==> src/rtl/irq_pkg.sv <==
// Shared types and constants for the interrupt priority controller and its
// helpers.
package irq_pkg;

  typedef enum logic [1:0] {
    IDLE    = 2'd0,
    ASSERT  = 2'd1,
    SERVICE = 2'd2
  } irq_state_t;

  localparam logic MODE_LEVEL = 1'b0;
  localparam logic MODE_EDGE  = 1'b1;

endpackage

==> src/rtl/irq_priority_ctrl_if.sv <==
// Register-write, source and CPU handshake signals of the interrupt controller.
// The master is the peripheral/CPU side and the slave is the controller.
interface irq_priority_ctrl_if #(
  parameter int NUM_SRC = 8
);
  localparam int ID_W = $clog2(NUM_SRC);

  logic [NUM_SRC-1:0] src;
  logic               enable_we;
  logic [NUM_SRC-1:0] enable_wdata;
  logic               mode_we;
  logic [NUM_SRC-1:0] mode_wdata;
  logic               clear_we;
  logic [NUM_SRC-1:0] clear_wdata;
  logic               ack;
  logic               eoi;
  logic               irq;
  logic [ID_W-1:0]    irq_id;
  logic [NUM_SRC-1:0] pending;
  logic               busy;

  modport master (
    output src, enable_we, enable_wdata, mode_we, mode_wdata,
           clear_we, clear_wdata, ack, eoi,
    input  irq, irq_id, pending, busy
  );

  modport slave (
    input  src, enable_we, enable_wdata, mode_we, mode_wdata,
           clear_we, clear_wdata, ack, eoi,
    output irq, irq_id, pending, busy
  );
endinterface

==> src/rtl/irq_priority_ctrl_prio_enc.sv <==
// Lowest-index-first priority encoder: bit 0 is the highest priority.
module prio_enc #(
  parameter int NUM_SRC = 8
) (
  input  logic [NUM_SRC-1:0]         req,
  output logic                       valid,
  output logic [$clog2(NUM_SRC)-1:0] idx
);
  localparam int ID_W = $clog2(NUM_SRC);

  always_comb begin
    valid = |req;
    idx   = '0;
    // Scan downwards so the lowest set index is the last one written.
    for (int i = NUM_SRC - 1; i >= 0; i--) begin
      if (req[i]) idx = ID_W'(i);
    end
  end
endmodule

==> src/rtl/irq_priority_ctrl.sv <==
// Pending/enable/mode interrupt combiner with fixed-priority selection and a
// registered irq/irq_id toward the CPU using an ack / end-of-interrupt handshake.
module irq_priority_ctrl
  import irq_pkg::*;
#(
  parameter int NUM_SRC = 8
) (
  input logic               clk,
  input logic               reset,
  irq_priority_ctrl_if.slave bus
);
  localparam int ID_W = $clog2(NUM_SRC);

  logic [NUM_SRC-1:0] src_q, src_d;
  logic [NUM_SRC-1:0] enable_q, enable_d;
  logic [NUM_SRC-1:0] mode_q, mode_d;
  logic [NUM_SRC-1:0] pending_q, pending_d;
  logic [NUM_SRC-1:0] rise, clr_mask, masked;
  irq_state_t         state_q, state_d;
  logic               irq_q, irq_d;
  logic               busy_q, busy_d;
  logic [ID_W-1:0]    irq_id_q, irq_id_d;
  logic               ack_take;
  logic               win_valid;
  logic [ID_W-1:0]    win_idx;

  assign ack_take = (state_q == ASSERT) && bus.ack;
  assign rise     = bus.src & ~src_q;
  assign masked   = pending_q & enable_q;

  always_comb begin
    src_d    = bus.src;
    enable_d = bus.enable_we ? bus.enable_wdata : enable_q;
    mode_d   = bus.mode_we ? bus.mode_wdata : mode_q;
    clr_mask = bus.clear_we ? bus.clear_wdata : '0;
    if (ack_take) clr_mask[irq_id_q] = 1'b1;
  end

  // Edge-mode bits: a new rise beats any clear arriving on the same edge.
  for (genvar gi = 0; gi < NUM_SRC; gi++) begin : g_pend
    assign pending_d[gi] = (mode_q[gi] == MODE_LEVEL) ? bus.src[gi]
                         : (rise[gi] | (pending_q[gi] & ~clr_mask[gi]));
  end

  prio_enc #(.NUM_SRC(NUM_SRC)) u_prio_enc (
    .req   (masked),
    .valid (win_valid),
    .idx   (win_idx)
  );

  always_ff @(posedge clk or posedge reset) begin
    if (reset) begin
      src_q     <= '0;
      enable_q  <= '0;
      mode_q    <= '0;
      pending_q <= '0;
      state_q   <= IDLE;
      irq_q     <= 1'b0;
      irq_id_q  <= '0;
      busy_q    <= 1'b0;
    end else begin
      src_q     <= src_d;
      enable_q  <= enable_d;
      mode_q    <= mode_d;
      pending_q <= pending_d;
      state_q   <= state_d;
      irq_q     <= irq_d;
      irq_id_q  <= irq_id_d;
      busy_q    <= busy_d;
    end
  end

  always_comb begin
    state_d = state_q;
    case (state_q)
      IDLE:    if (win_valid) state_d = ASSERT;
      ASSERT: begin
        if (bus.ack)                  state_d = SERVICE;
        else if (!masked[irq_id_q])   state_d = IDLE;
      end
      SERVICE: if (bus.eoi) state_d = IDLE;
      default: state_d = IDLE;
    endcase
  end

  // irq_id is only reloaded from IDLE, so no pre-emption once presented.
  always_comb begin
    irq_d    = irq_q;
    irq_id_d = irq_id_q;
    busy_d   = busy_q;
    case (state_q)
      IDLE: begin
        if (win_valid) begin
          irq_d    = 1'b1;
          irq_id_d = win_idx;
        end
      end
      ASSERT: begin
        if (bus.ack) begin
          irq_d  = 1'b0;
          busy_d = 1'b1;
        end else if (!masked[irq_id_q]) begin
          irq_d = 1'b0;
        end
      end
      SERVICE: if (bus.eoi) busy_d = 1'b0;
      default: begin
        irq_d  = 1'b0;
        busy_d = 1'b0;
      end
    endcase
  end

  assign bus.irq     = irq_q;
  assign bus.irq_id  = irq_id_q;
  assign bus.pending = pending_q;
  assign bus.busy    = busy_q;
endmodule

==> src/flat_wrapper.sv <==
// flat-port wrapper written by rule: the top's interface ports become plain ports
module irq_priority_ctrl_flat import irq_pkg::*;
#(
  parameter int NUM_SRC = 8
)
  (clk, reset, bus_src, bus_enable_we, bus_enable_wdata, bus_mode_we, bus_mode_wdata, bus_clear_we, bus_clear_wdata, bus_ack, bus_eoi, bus_irq, bus_irq_id, bus_pending, bus_busy);
  irq_priority_ctrl_if #(.NUM_SRC(NUM_SRC)) bus_i ();
  input logic clk;
  input logic reset;
  input wire logic [$bits(bus_i.src)-1:0] bus_src;
  input wire logic [$bits(bus_i.enable_we)-1:0] bus_enable_we;
  input wire logic [$bits(bus_i.enable_wdata)-1:0] bus_enable_wdata;
  input wire logic [$bits(bus_i.mode_we)-1:0] bus_mode_we;
  input wire logic [$bits(bus_i.mode_wdata)-1:0] bus_mode_wdata;
  input wire logic [$bits(bus_i.clear_we)-1:0] bus_clear_we;
  input wire logic [$bits(bus_i.clear_wdata)-1:0] bus_clear_wdata;
  input wire logic [$bits(bus_i.ack)-1:0] bus_ack;
  input wire logic [$bits(bus_i.eoi)-1:0] bus_eoi;
  output wire logic [$bits(bus_i.irq)-1:0] bus_irq;
  output wire logic [$bits(bus_i.irq_id)-1:0] bus_irq_id;
  output wire logic [$bits(bus_i.pending)-1:0] bus_pending;
  output wire logic [$bits(bus_i.busy)-1:0] bus_busy;
  assign bus_i.src = bus_src;
  assign bus_i.enable_we = bus_enable_we;
  assign bus_i.enable_wdata = bus_enable_wdata;
  assign bus_i.mode_we = bus_mode_we;
  assign bus_i.mode_wdata = bus_mode_wdata;
  assign bus_i.clear_we = bus_clear_we;
  assign bus_i.clear_wdata = bus_clear_wdata;
  assign bus_i.ack = bus_ack;
  assign bus_i.eoi = bus_eoi;
  assign bus_irq = bus_i.irq;
  assign bus_irq_id = bus_i.irq_id;
  assign bus_pending = bus_i.pending;
  assign bus_busy = bus_i.busy;
  irq_priority_ctrl #(.NUM_SRC(NUM_SRC)) u_core (.clk(clk), .reset(reset), .bus(bus_i));
endmodule
==> config.mk <==
export PLATFORM = sky130hd
export DESIGN_NAME = irq_priority_ctrl_flat
export DESIGN_NICKNAME = d
export VERILOG_FILES = /design/src/rtl/irq_pkg.sv /design/src/rtl/irq_priority_ctrl_if.sv /design/src/rtl/irq_priority_ctrl_prio_enc.sv /design/src/rtl/irq_priority_ctrl.sv /design/src/flat_wrapper.sv
export SDC_FILE = /design/constraint.sdc
export NUM_CORES = 1
export LEC_CHECK = 0
export ABC_AREA = 1
export BUFFER_PORTS_ARGS = -buffer_cell sky130_fd_sc_hd__buf_2
export CORE_UTILIZATION = 51
export DETAILED_ROUTE_END_ITERATION = 8
export GPL_ROUTABILITY_DRIVEN = 0
export GPL_TIMING_DRIVEN = 1
export PLACE_DENSITY = 0.77
export SYNTH_ARGS = -nofsm -noshare
export SYNTH_HDL_FRONTEND = slang
export SYNTH_SLANG_ARGS = --single-unit
==> constraint.sdc <==
create_clock -name clk -period 1.7 [get_ports clk]
set_clock_uncertainty 0.1 [all_clocks]
set_input_delay 0.34 -clock clk [delete_from_list [all_inputs] [get_ports clk]]
set_output_delay 0.34 -clock clk [all_outputs]
set_load 0.02 [all_outputs]
======== After elaboration in Yosys (flattened, before gate mapping) ========
Cells that the tools add are included.
word-level totals
  logic and storage cells ................. 88
  bits in latches ......................... 0
  memories kept ........................... 0
  bits in registers ....................... 39
  bits in read-only memories .............. 0
  memory bits (writable) .................. 0
cells by class
  add/subtract/negate cells ............... 0
  bitwise logic cells ..................... 30
  reductions and logical operators ........ 8
  equal/unequal tests ..................... 6
  div/mod/pow operators ................... 0
  order comparisons ....................... 2
  $mul .................................... 0
  mux-type cells .......................... 34
  shift-type cells ........................ 0
operator list
  operator            number
  $mux 3              8
  $and 8x8->8         2
  $mux 8              2
  $mux 1              15
  $not 1->1           10
  $reduce_and 3->1    3
  $and 1x1->1         8
  $mux 2              4
  $not 8->8           1
  $or 1x1->1          8
  $or 8x8->8          1
  $reduce_or 8->1     1
  $ne 2x2->1 const B  3
  $pmux 1 s3          2
  $pmux 2 s3          1
  $lt 3x4->1 const B  1
  $bmux 1 s3          1
  $demux 1 s3         1
  $ge 3x1->1 const B  1
  $ne 3x3->1 const B  1
  $eq 2x1->1 const B  1
  $eq 2x2->1 const B  1
  $logic_and 1x1->1   2
  $logic_not 2->1     1
  $reduce_and 2->1    1

======== Longest topological paths before layout ========
Gate-level depths: netlist (run 1).
  word-level depth ........................ 10
  mapped depth ............................ 10
  gate-level depth less buffers ........... 9

======== Cells and area by module ========
A second synthesis (run 1) with hierarchy kept.
unflattened totals
  cell total of the unflattened synthesis .. 202
  area, all modules ....................... 1824.2 µm²
modules (own cells, without submodules)
  module             sequential area each (µm²)  cells each  area an instance (µm²)  instances
  irq_priority_ctrl  975.9                       180         1725.4                  1
  prio_enc           0.0                         22          98.8                    1

======== Least setup slack after synthesis (run 1) ========
Ideal clock, no wire load.
  path type ............................... reg2reg
  start point ............................. register u_core.irq_id_q[2], in the netlist u_core.bus.irq_id[2]
  end point ............................... register u_core.irq_q, in the netlist u_core.bus.irq
  period minus slack after synthesis ...... 1366 ps
  arrival ................................. 1141 ps
  stages on the path, launching flop included .. 10
  path buffers ............................ 1
  required time ........................... 1475 ps
  setup slack ............................. 334 ps
  cell sequence ........................... dfrtp_1 -> buf_6 -> nor2_2 -> nand2_1 -> nor2_1 -> nor2_2 -> nand3_2 -> nand2_1 -> nand2_1 -> nand2_1
on the way
  cells in the longest elaborated chain, start to end .. 4
ends and longest elaborated chain
  what                          line                      source
  from (decl)                   irq_priority_ctrl.sv:22   logic [ID_W-1:0] irq_id_q, irq_id_d;
  from (signal assigned)        irq_priority_ctrl.sv:68   irq_id_q <= irq_id_d;
  $bmux 1 s3                    irq_priority_ctrl.sv:102  end else if (!masked[irq_id_q]) begin
  $mux 1 (implied by the code)  irq_priority_ctrl.sv:102
  $ne 3x3->1 (no line)          --
  $reduce_and 3->1 (no line)    --
  to (signal assigned)          irq_priority_ctrl.sv:67   irq_q <= irq_d;
  to (decl)                     irq_priority_ctrl.sv:20   logic irq_q, irq_d;
Every way passes these cells. The select of a mux whose other input is x is not followed.
A chain may end at the register's enable or synchronous reset.

======== Worst setup path in the final report (run 1) ========
  start point ............................. register u_core.irq_id_q[0], in the netlist u_core.bus.irq_id[0]
  end point ............................... output bus_irq_id[0]
RTL lines
  what       line                source
  to (decl)  flat_wrapper.sv:20  output wire logic [$bits(bus_i.irq_id)-1:0] bus_irq_id;
No word-level cell between the ends.

==> flow_summary.ini, run 1 <==
[timing]
finalHoldViolCount = 0
slew_headroom = 0.6794
tns_ns = 0
max_freq_mhz = 632.1
finalWorstPathRequiredPeriod_ns = 1.582
drv_slew = 0
worstMarginPinSlew_ns = 0.4810
setup_viol = 0
fin_ws_ns = 0.1179
fin_crit_sh = 0.9307
grt_setup_unrepaired = no

[yosys]
yosysUniqueCellTypes = 26
syn-instance-count = 191
synth_top_area_frac = 0.5489
syn_area_per_cell_um2 = 9.309
ys_ff_latch = 39
yosysTopAreaCell = dfrtp_1
ys_top_cells_by_area = dfrtp_1 55%, nand2_1 12%, mux2_2 7.6%, inv_1 2.5%, nor2_1 2.3%
syn_area_um2 = 1778
yosysSeqAreaShare = 0.5489
ys_warn_count = 0
synth_fp_nets = 230

[critical_path]
path_cells = buf_2
cp_data_arrival_time_ns = 1.14
crit_family = flip-flops
path_class = reg -> out
cpMaxStageDelayCell = dfrtp_1
worstSetupStartpointType = flop
endpoint_kind = primary output
r2r_cells = 9
cp.required_ns = 1.26
worstReg2RegEnd = u_core.bus.irq
r2r_start = u_core.bus.irq_id[0]
slowest_delay_ns = 0.57
regToRegSetupSlack_ns = 0.27
worstPathMaxFanout = 10
cp_num_buf_inv = 1

[min_path]
min_path_cells = 2
worstHoldStart = bus_eoi
min-delay-path-class = in -> reg
holdPathEnd = u_core.state_q[1]

[die]
fp.dieH_um = 61.05
rows = 21
start_util = 0.5328
io-pin-count = 52
coreArea_um2 = 3337
dieArea_um2 = 3726
die-width_um = 61.05

[clocking]
htreeDepth = 2
clk_pin_slew_ns = 0.10
cts_max_path_buffers = 2
cts_made_buffers = 5
root_buffer = clkbuf_4
cts_sinks = 39
cts_tree = yes
clk_latency_ns = 0.34

[layout]
multiInputGateArea_um2 = 705.7
n_fill_cell = 308
layout-area-overhead-vs-synth_pct = 23.43
final_cell_mix = 59 x nand2_1, 51 x buf_2, 38 x dfrtp_1, 12 x inv_1, 12 x mux2_2
final_common_cell = nand2_1
diodes = 0
layout-drive-gt1-share = 0.3597
finalNetCount = 293
regArea_um2 = 977.2

[power_and_ir_drop]
peakVddDrop_uv = 607.6
leakagePower_uw = 0.001126
powerDensity_nw_per_um2 = 1161

[global_routing]
grt.overflow.total = 0
antenna_found_initial = 0
grt_max_degree = 40
grt_pass1_vias = 1347
track_usage = 0.2212
grt_pass1_wl_um = 5761

[place]
post-place-ws_ns = 0.2859
place_hpwl_um = 2677
io_buffers = 51

[detailed_routing]
vias_per_cell = 4.900
firstDrtPassIters = 4
wirelength_um = 3622
first_iter_violations = 66
vias = 1465
wl_per_cell_um = 12.11
drtAntennaViolNets = 0
drc_errors = 0

[status]
outcome = complete, no violations

[run]
drv_cap = 0
-- where the power goes --
group | internal, µW | switching (µW)
registers | 1080 | 178
clock network | 147 | 264
logic | 334 | 544
-- per-layer routing --
metal | vias up | track usage | wire [µm] | part of all wire
met2 | 39 | 0.3634 | 1728 | 0.48
met5 | - | 0 | 0 | 0
met1 | 677 | 0.2770 | 1657 | 0.46
met3 | 5 | 0.07563 | 189 | 0.052
li1 | 744 | - | - | -
met4 | 0 | 0.06818 | 47 | 0.013
-- cells by family after synthesis --
kind of cell / share of synthesized area
simple gates: 0.2491
flops: 0.5489
compound gates: 0.07178
buf+inv: 0.05418
mux: 0.07600
-- stage by stage --
| step | std cells | hold slack (ns) | cell area [µm²] | total power, µW | util |
|---|---|---|---|---|---|
| after floorplan | 191 | 0.2714 | 1778 | 1923 | - |
| after global placement | 284 | 0.3635 | 2062 | 2127 | 0.6179 |
| after detailed placement | 284 | 0.3612 | 2062 | 2140 | 0.6179 |
| after CTS | 291 | 0.001305 | 2113 | 2554 | 0.6333 |
| after global routing | 299 | 0.05737 | 2195 | 2749 | 0.6577 |
| final | 299 | 0.08490 | 2195 | 2548 | 0.6577 |
-- how the worst max path moves through the flow --
stage / end / from / depth (start not counted) / slack (ns)
floorplan: u_core.bus.irq / u_core.bus.irq_id[2] / 9 / 0.33
detailed placement: u_core.bus.irq / u_core.bus.irq_id[2] / 9 / 0.29
finish: bus_irq_id[0] / u_core.bus.irq_id[0] / 1 / 0.12
global route: bus_irq_id[0] / u_core.bus.irq_id[0] / 1 / 0.05
CTS: bus_irq_id[2] / u_core.bus.irq_id[2] / 1 / 0.06
global placement: u_core.bus.irq / u_core.bus.irq_id[2] / 9 / 0.28
-- layout make-up --
type                    count  share of cell area
multi-input cells         131              0.3216
well taps                  46             0.02623
repair buffers             61              0.1608
flip-flops and latches     39              0.4453
inverters                  16             0.02737
clock buffers               6             0.01881
-- cells in the mapped netlist --
cell and instances:
a21boi_1 1, o211ai_1 2, a31o_2 1, buf_6 2, a21oi_2 1, inv_2 4
mux2_2 12, nand2_2 5, nand3_2 3, nor2_1 11, nand3_1 8, o21ai_1 6
o21ai_0 5, nor4_1 1, nor2_4 1, o2111ai_1 2, buf_2 2, inv_1 12
a21oi_1 3, nor2_2 6, nand4_1 2, or2_1 1, nor3_1 1, nand2_1 59
dfrtp_1 39, clkbuf_1 1
-- registers in the layout, indices dropped and copies added, names as in the netlist --
signal and count:
u_core.bus.busy 1, u_core.bus.irq_id 3, u_core.src_q 8, u_core.state_q 2, u_core.mode_q 8, u_core.enable_q 8, u_core.bus.pending 8, u_core.bus.irq 1
-- repair_timing --
action | in CTS | in global routing
endpoints found under the hold margin | 2 | 8
setup buffers | 0 | 0
hold buffers | 1 | 8
setup endpoints to repair | 0 | 1
resized for setup | 0 | 1
Power figures use the tool's default switching activity.
==> run 2: changes to the inputs <==
- CORE_MARGIN: default -> 3
==> run 2 against run 1 <==
Compared with the run above: combinational power up 0.8%; first-iteration DRC count fell by 44%; sequential share of layout area increased by 0.85 points; global-route usage down 2.4 points; utilization rose by 1.9 points; register-to-register slack got worse by 0.02 ns; total power rose by 0.18%; maximum frequency down 1.6%; via count increased by 0.27%; clock-buffer cell count is the same; critical path depth stayed put; cell area decreased by 2.0%; critical path type unchanged; largest cell class unchanged; largest power group unchanged; highest routed layer unchanged.
==> flow_summary.ini, run 2 (synthesis results as in run 1) <==
[status]
outcome = complete, no violations

[critical_path]
path_class = reg -> out
path_cells = buf_2
endpoint_kind = primary output
slowest_delay_ns = 0.59
r2r_start = u_core.bus.irq_id[0]
cp_num_buf_inv = 1
cp_data_arrival_time_ns = 1.17
r2r_cells = 9
regToRegSetupSlack_ns = 0.25
cp.required_ns = 1.26
worstReg2RegEnd = u_core.bus.irq
worstPathMaxFanout = 10
crit_family = flip-flops
cpMaxStageDelayCell = dfrtp_1
worstSetupStartpointType = flop

[timing]
tns_ns = 0
setup_viol = 0
finalHoldViolCount = 0
finalWorstPathRequiredPeriod_ns = 1.609
max_freq_mhz = 621.7
fin_ws_ns = 0.09140
drv_slew = 0
fin_crit_sh = 0.9462
worstMarginPinSlew_ns = 0.4770
grt_setup_unrepaired = no
slew_headroom = 0.6820

[die]
coreArea_um2 = 3178
fp.dieH_um = 65.05
start_util = 0.5594
io-pin-count = 52
rows = 20
die-width_um = 65.05
dieArea_um2 = 4231

[detailed_routing]
drc_errors = 0
firstDrtPassIters = 4
vias_per_cell = 5.014
wl_per_cell_um = 12.93
drtAntennaViolNets = 0
first_iter_violations = 37
wirelength_um = 3788
vias = 1469

[power_and_ir_drop]
leakagePower_uw = 0.001110
powerDensity_nw_per_um2 = 1187
peakVddDrop_uv = 556.0

[clocking]
htreeDepth = 2
cts_tree = yes
clk_pin_slew_ns = 0.10
cts_resized = 0
root_buffer = clkbuf_4
clk_latency_ns = 0.33
cts_made_buffers = 5
cts_sinks = 39
cts_max_path_buffers = 2

[place]
dp.cells = 282
place_hpwl_um = 2920
io_buffers = 51
postPlaceCellArea_um2 = 2059
post-place-ws_ns = 0.2605

[global_routing]
grt_pass1_wl_um = 6417
track_usage = 0.1973
grt_pass1_vias = 1490
antenna_found_initial = 0
grt_max_degree = 40
grt.overflow.total = 0

[layout]
final_common_cell = nand2_1
finalNetCount = 289
fin_area_um2 = 2151
layout-drive-gt1-share = 0.3614
layout-area-overhead-vs-synth_pct = 20.97
diodes = 0
final_cell_count_no_fill = 293
final_cell_mix = 59 x nand2_1, 51 x buf_2, 39 x dfrtp_1, 12 x inv_1, 12 x mux2_2

[run]
drv_cap = 0

[min_path]
holdPathEnd = u_core.src_q[6]
worstHoldStart = bus_src[6]
min_path_cells = 1
min-delay-path-class = in -> reg
==> run 2: cell count changes in the layout (fill, tap and decap cells not counted), sizes merged <==
cell	change
dlygate4sd3	-4
==> run 2: area by class of cell <==
class / instances / area (µm²)
Tap cell: 44 / 55.05
Sequential cell: 39 / 975.9
Fill cell: 286 / 1027
Clock buffer: 6 / 41.29
Timing Repair Buffer: 57 / 312.8
Multi-Input combinational cell: 131 / 705.7
Inverter: 16 / 60.06
==> run 2: worst max path at each step <==
stage                    startpoint              to  slack (ns)  depth (start not counted)
2_1_floorplan  u_core.bus.irq_id[2]  u_core.bus.irq        0.33                          9
3_3_place_gp   u_core.bus.irq_id[0]  u_core.bus.irq        0.26                          9
3_5_place_dp   u_core.bus.irq_id[0]  u_core.bus.irq        0.26                          9
4_1_cts        u_core.bus.irq_id[2]   bus_irq_id[2]        0.07                          1
5_1_grt        u_core.bus.irq_id[0]   bus_irq_id[0]        0.02                          1
6_report       u_core.bus.irq_id[0]   bus_irq_id[0]        0.09                          1
==> run 2: power breakdown <==
part	total [µW]	switching [µW]	internal (µW)	leakage, µW
registers	1250	176	1080	0.000461
logic	885	557	328	0.000625
clock network	414	267	147	0.0000242
total	2550	1000	1550	0.00111
==> run 2: timing repair <==
| item | 4_1_cts | 5_1_grt |
|---|---|---|
| setup buffers | 0 | 0 |
| hold endpoints to repair | 12 | 2 |
| hold buffers | 3 | 2 |
| setup endpoints to repair | 0 | 0 |
==> run 2: routing by layer <==
metal,global-route usage,vias up,wire (µm)
met4,0.05440,0,48
met3,0.06066,6,291
met1,0.2344,684,1637
li1,-,735,-
met5,0,-,0
met2,0.3448,44,1811
==> run 2: per-stage QoR <==
stage / hold WS (ns) / total power, µW / utilization
after detailed placement: 0.3644 / 2160 / 0.6480
after global routing: 0.0008736 / 2755 / 0.6768
final: 0.02208 / 2553 / 0.6768
after CTS: 0.003368 / 2586 / 0.6705
after floorplan: 0.2714 / 1923 / -
after global placement: 0.3627 / 2142 / 0.6480
==> run 3: changes to the inputs <==
- CELL_PAD_IN_SITES_DETAIL_PLACEMENT: default -> 0
- CELL_PAD_IN_SITES_GLOBAL_PLACEMENT: default -> 1
- CORE_UTILIZATION: 51 -> 38
- GPL_ROUTABILITY_DRIVEN: 0 -> default
- MAX_ROUTING_LAYER: default -> met4
==> run 3 against run 2 <==
Compared with the run above: cell count up 1.0%; clock power up 35%; maximum frequency up 2.1%; utilization down 19 points; first-iteration DRC count down 22%; sequential share of layout area up 0.19 points; routed wire length down 0.24%; setup slack better by 0.033 ns.
==> flow_summary.ini, run 3 (synthesis results as in run 1) <==
[status]
outcome = complete, no violations

[clocking]
postCtsSetupBuffers = 0
cts_max_path_buffers = 2
root_buffer = clkbuf_8
cts_hold_buffers = 0
cts_sinks = 39
cts_made_buffers = 5
cts_tree = yes
clk_latency_ns = 0.28
cts_resized = 0
htreeDepth = 2
clk_pin_slew_ns = 0.07

[place]
gp_congestion = 0.8207
io_buffers = 51
place_hpwl_um = 2918

[global_routing]
grt_pass1_wl_um = 6134
track_usage = 0.1546
grt_pass1_vias = 1333
antenna_found_initial = 0
grt_max_degree = 40
grt.overflow.total = 0

[die]
dieArea_um2 = 5535
fp.dieH_um = 74.40
start_util = 0.4001
die-width_um = 74.40
coreArea_um2 = 4444
rows = 24
io-pin-count = 52

[layout]
layout-drive-gt1-share = 0.3689
diodes = 0
final_common_cell = nand2_1
multiInputGateArea_um2 = 705.7
finalNetCount = 284
final_cell_mix = 59 x nand2_1, 51 x buf_2, 39 x dfrtp_1, 12 x inv_1, 12 x mux2_2
layout-area-overhead-vs-synth_pct = 20.48
n_fill_cell = 449
regArea_um2 = 975.9

[timing]
slew_headroom = 0.6721
tns_ns = 0
finalWorstPathRequiredPeriod_ns = 1.576
fin_crit_sh = 0.9270
max_freq_mhz = 634.6
drv_slew = 0
worstMarginPinSlew_ns = 0.4919
setup_viol = 0
finalHoldViolCount = 0
grt_setup_unrepaired = no

[min_path]
min-delay-path-class = in -> async

[power_and_ir_drop]
leakagePower_uw = 0.001102
finalPower_uw = 2685
peakVddDrop_uv = 602.8
powerDensity_nw_per_um2 = 1253

[critical_path]
cp.required_ns = 1.26
worstPathMaxFanout = 9
path_class = reg -> out
regToRegSetupSlack_ns = 0.23
endpoint_kind = primary output
cp_data_arrival_time_ns = 1.14
crit_family = flip-flops
cp_num_buf_inv = 1
crit_cells = 1
r2r_start = u_core.bus.irq_id[2]
worstReg2RegEnd = u_core.bus.irq
path_cells = buf_2
worstSetupStartpointType = flop
cpMaxStageDelayCell = dfrtp_1
r2r_cells = 9
slowest_delay_ns = 0.61

[detailed_routing]
drc_errors = 0
firstDrtPassIters = 6
wirelength_um = 3779
wl_per_cell_um = 12.77
drtAntennaViolNets = 0
vias_per_cell = 4.767
vias = 1411
first_iter_violations = 29

[run]
drv_cap = 0
==> run 3: cell types whose count changed in the layout (fill, tap and decap cells not counted), sizes merged <==
cell         before  now
dlygate4sd3       5    0
==> run 3: routing by layer <==
layer,wire [µm],GRT usage,up-vias
li1,-,-,724
met2,1651,0.2263,38
met1,1873,0.2083,644
met3,209,0.04730,5
met5,0,-,-
met4,44,0.04150,0
==> run 3: metrics by stage <==
step	setup WS, ns	hold slack, ns	area, µm²	util	cells
finish	0.1241	0.06160	2142	0.4820	296
CTS	0.1215	0.06134	2142	0.4820	296
floorplan	0.3335	0.2714	1778	-	191
global placement	0.2382	0.3628	2069	0.4657	290
detailed placement	0.2358	0.3626	2069	0.4657	290
global route	0.05396	0.05909	2142	0.4820	296
==> run 3: how the worst max path moves through the flow <==
| stage | to | start |
|---|---|---|
| global route | bus_irq_id[2] | u_core.bus.irq_id[2] |
| floorplan | u_core.bus.irq | u_core.bus.irq_id[2] |
| global placement | u_core.bus.irq | u_core.bus.irq_id[0] |
| detailed placement | u_core.bus.irq | u_core.bus.irq_id[0] |
| CTS | bus_irq_id[2] | u_core.bus.irq_id[2] |
| finish | bus_irq_id[2] | u_core.bus.irq_id[2] |
==> run 3: report_power, final <==
part           internal [µW]  switching (µW)
registers               1080             180
clock network            273             285
logic                    321             547
==> run 3: final cells by class <==
type | count | share of cell area
Timing Repair Buffer | 52 | 0.1227
Tap cell | 52 | 0.03037
Inverter | 16 | 0.02804
Sequential cell | 39 | 0.4556
Multi-Input combinational cell | 131 | 0.3294
Clock buffer | 6 | 0.03388
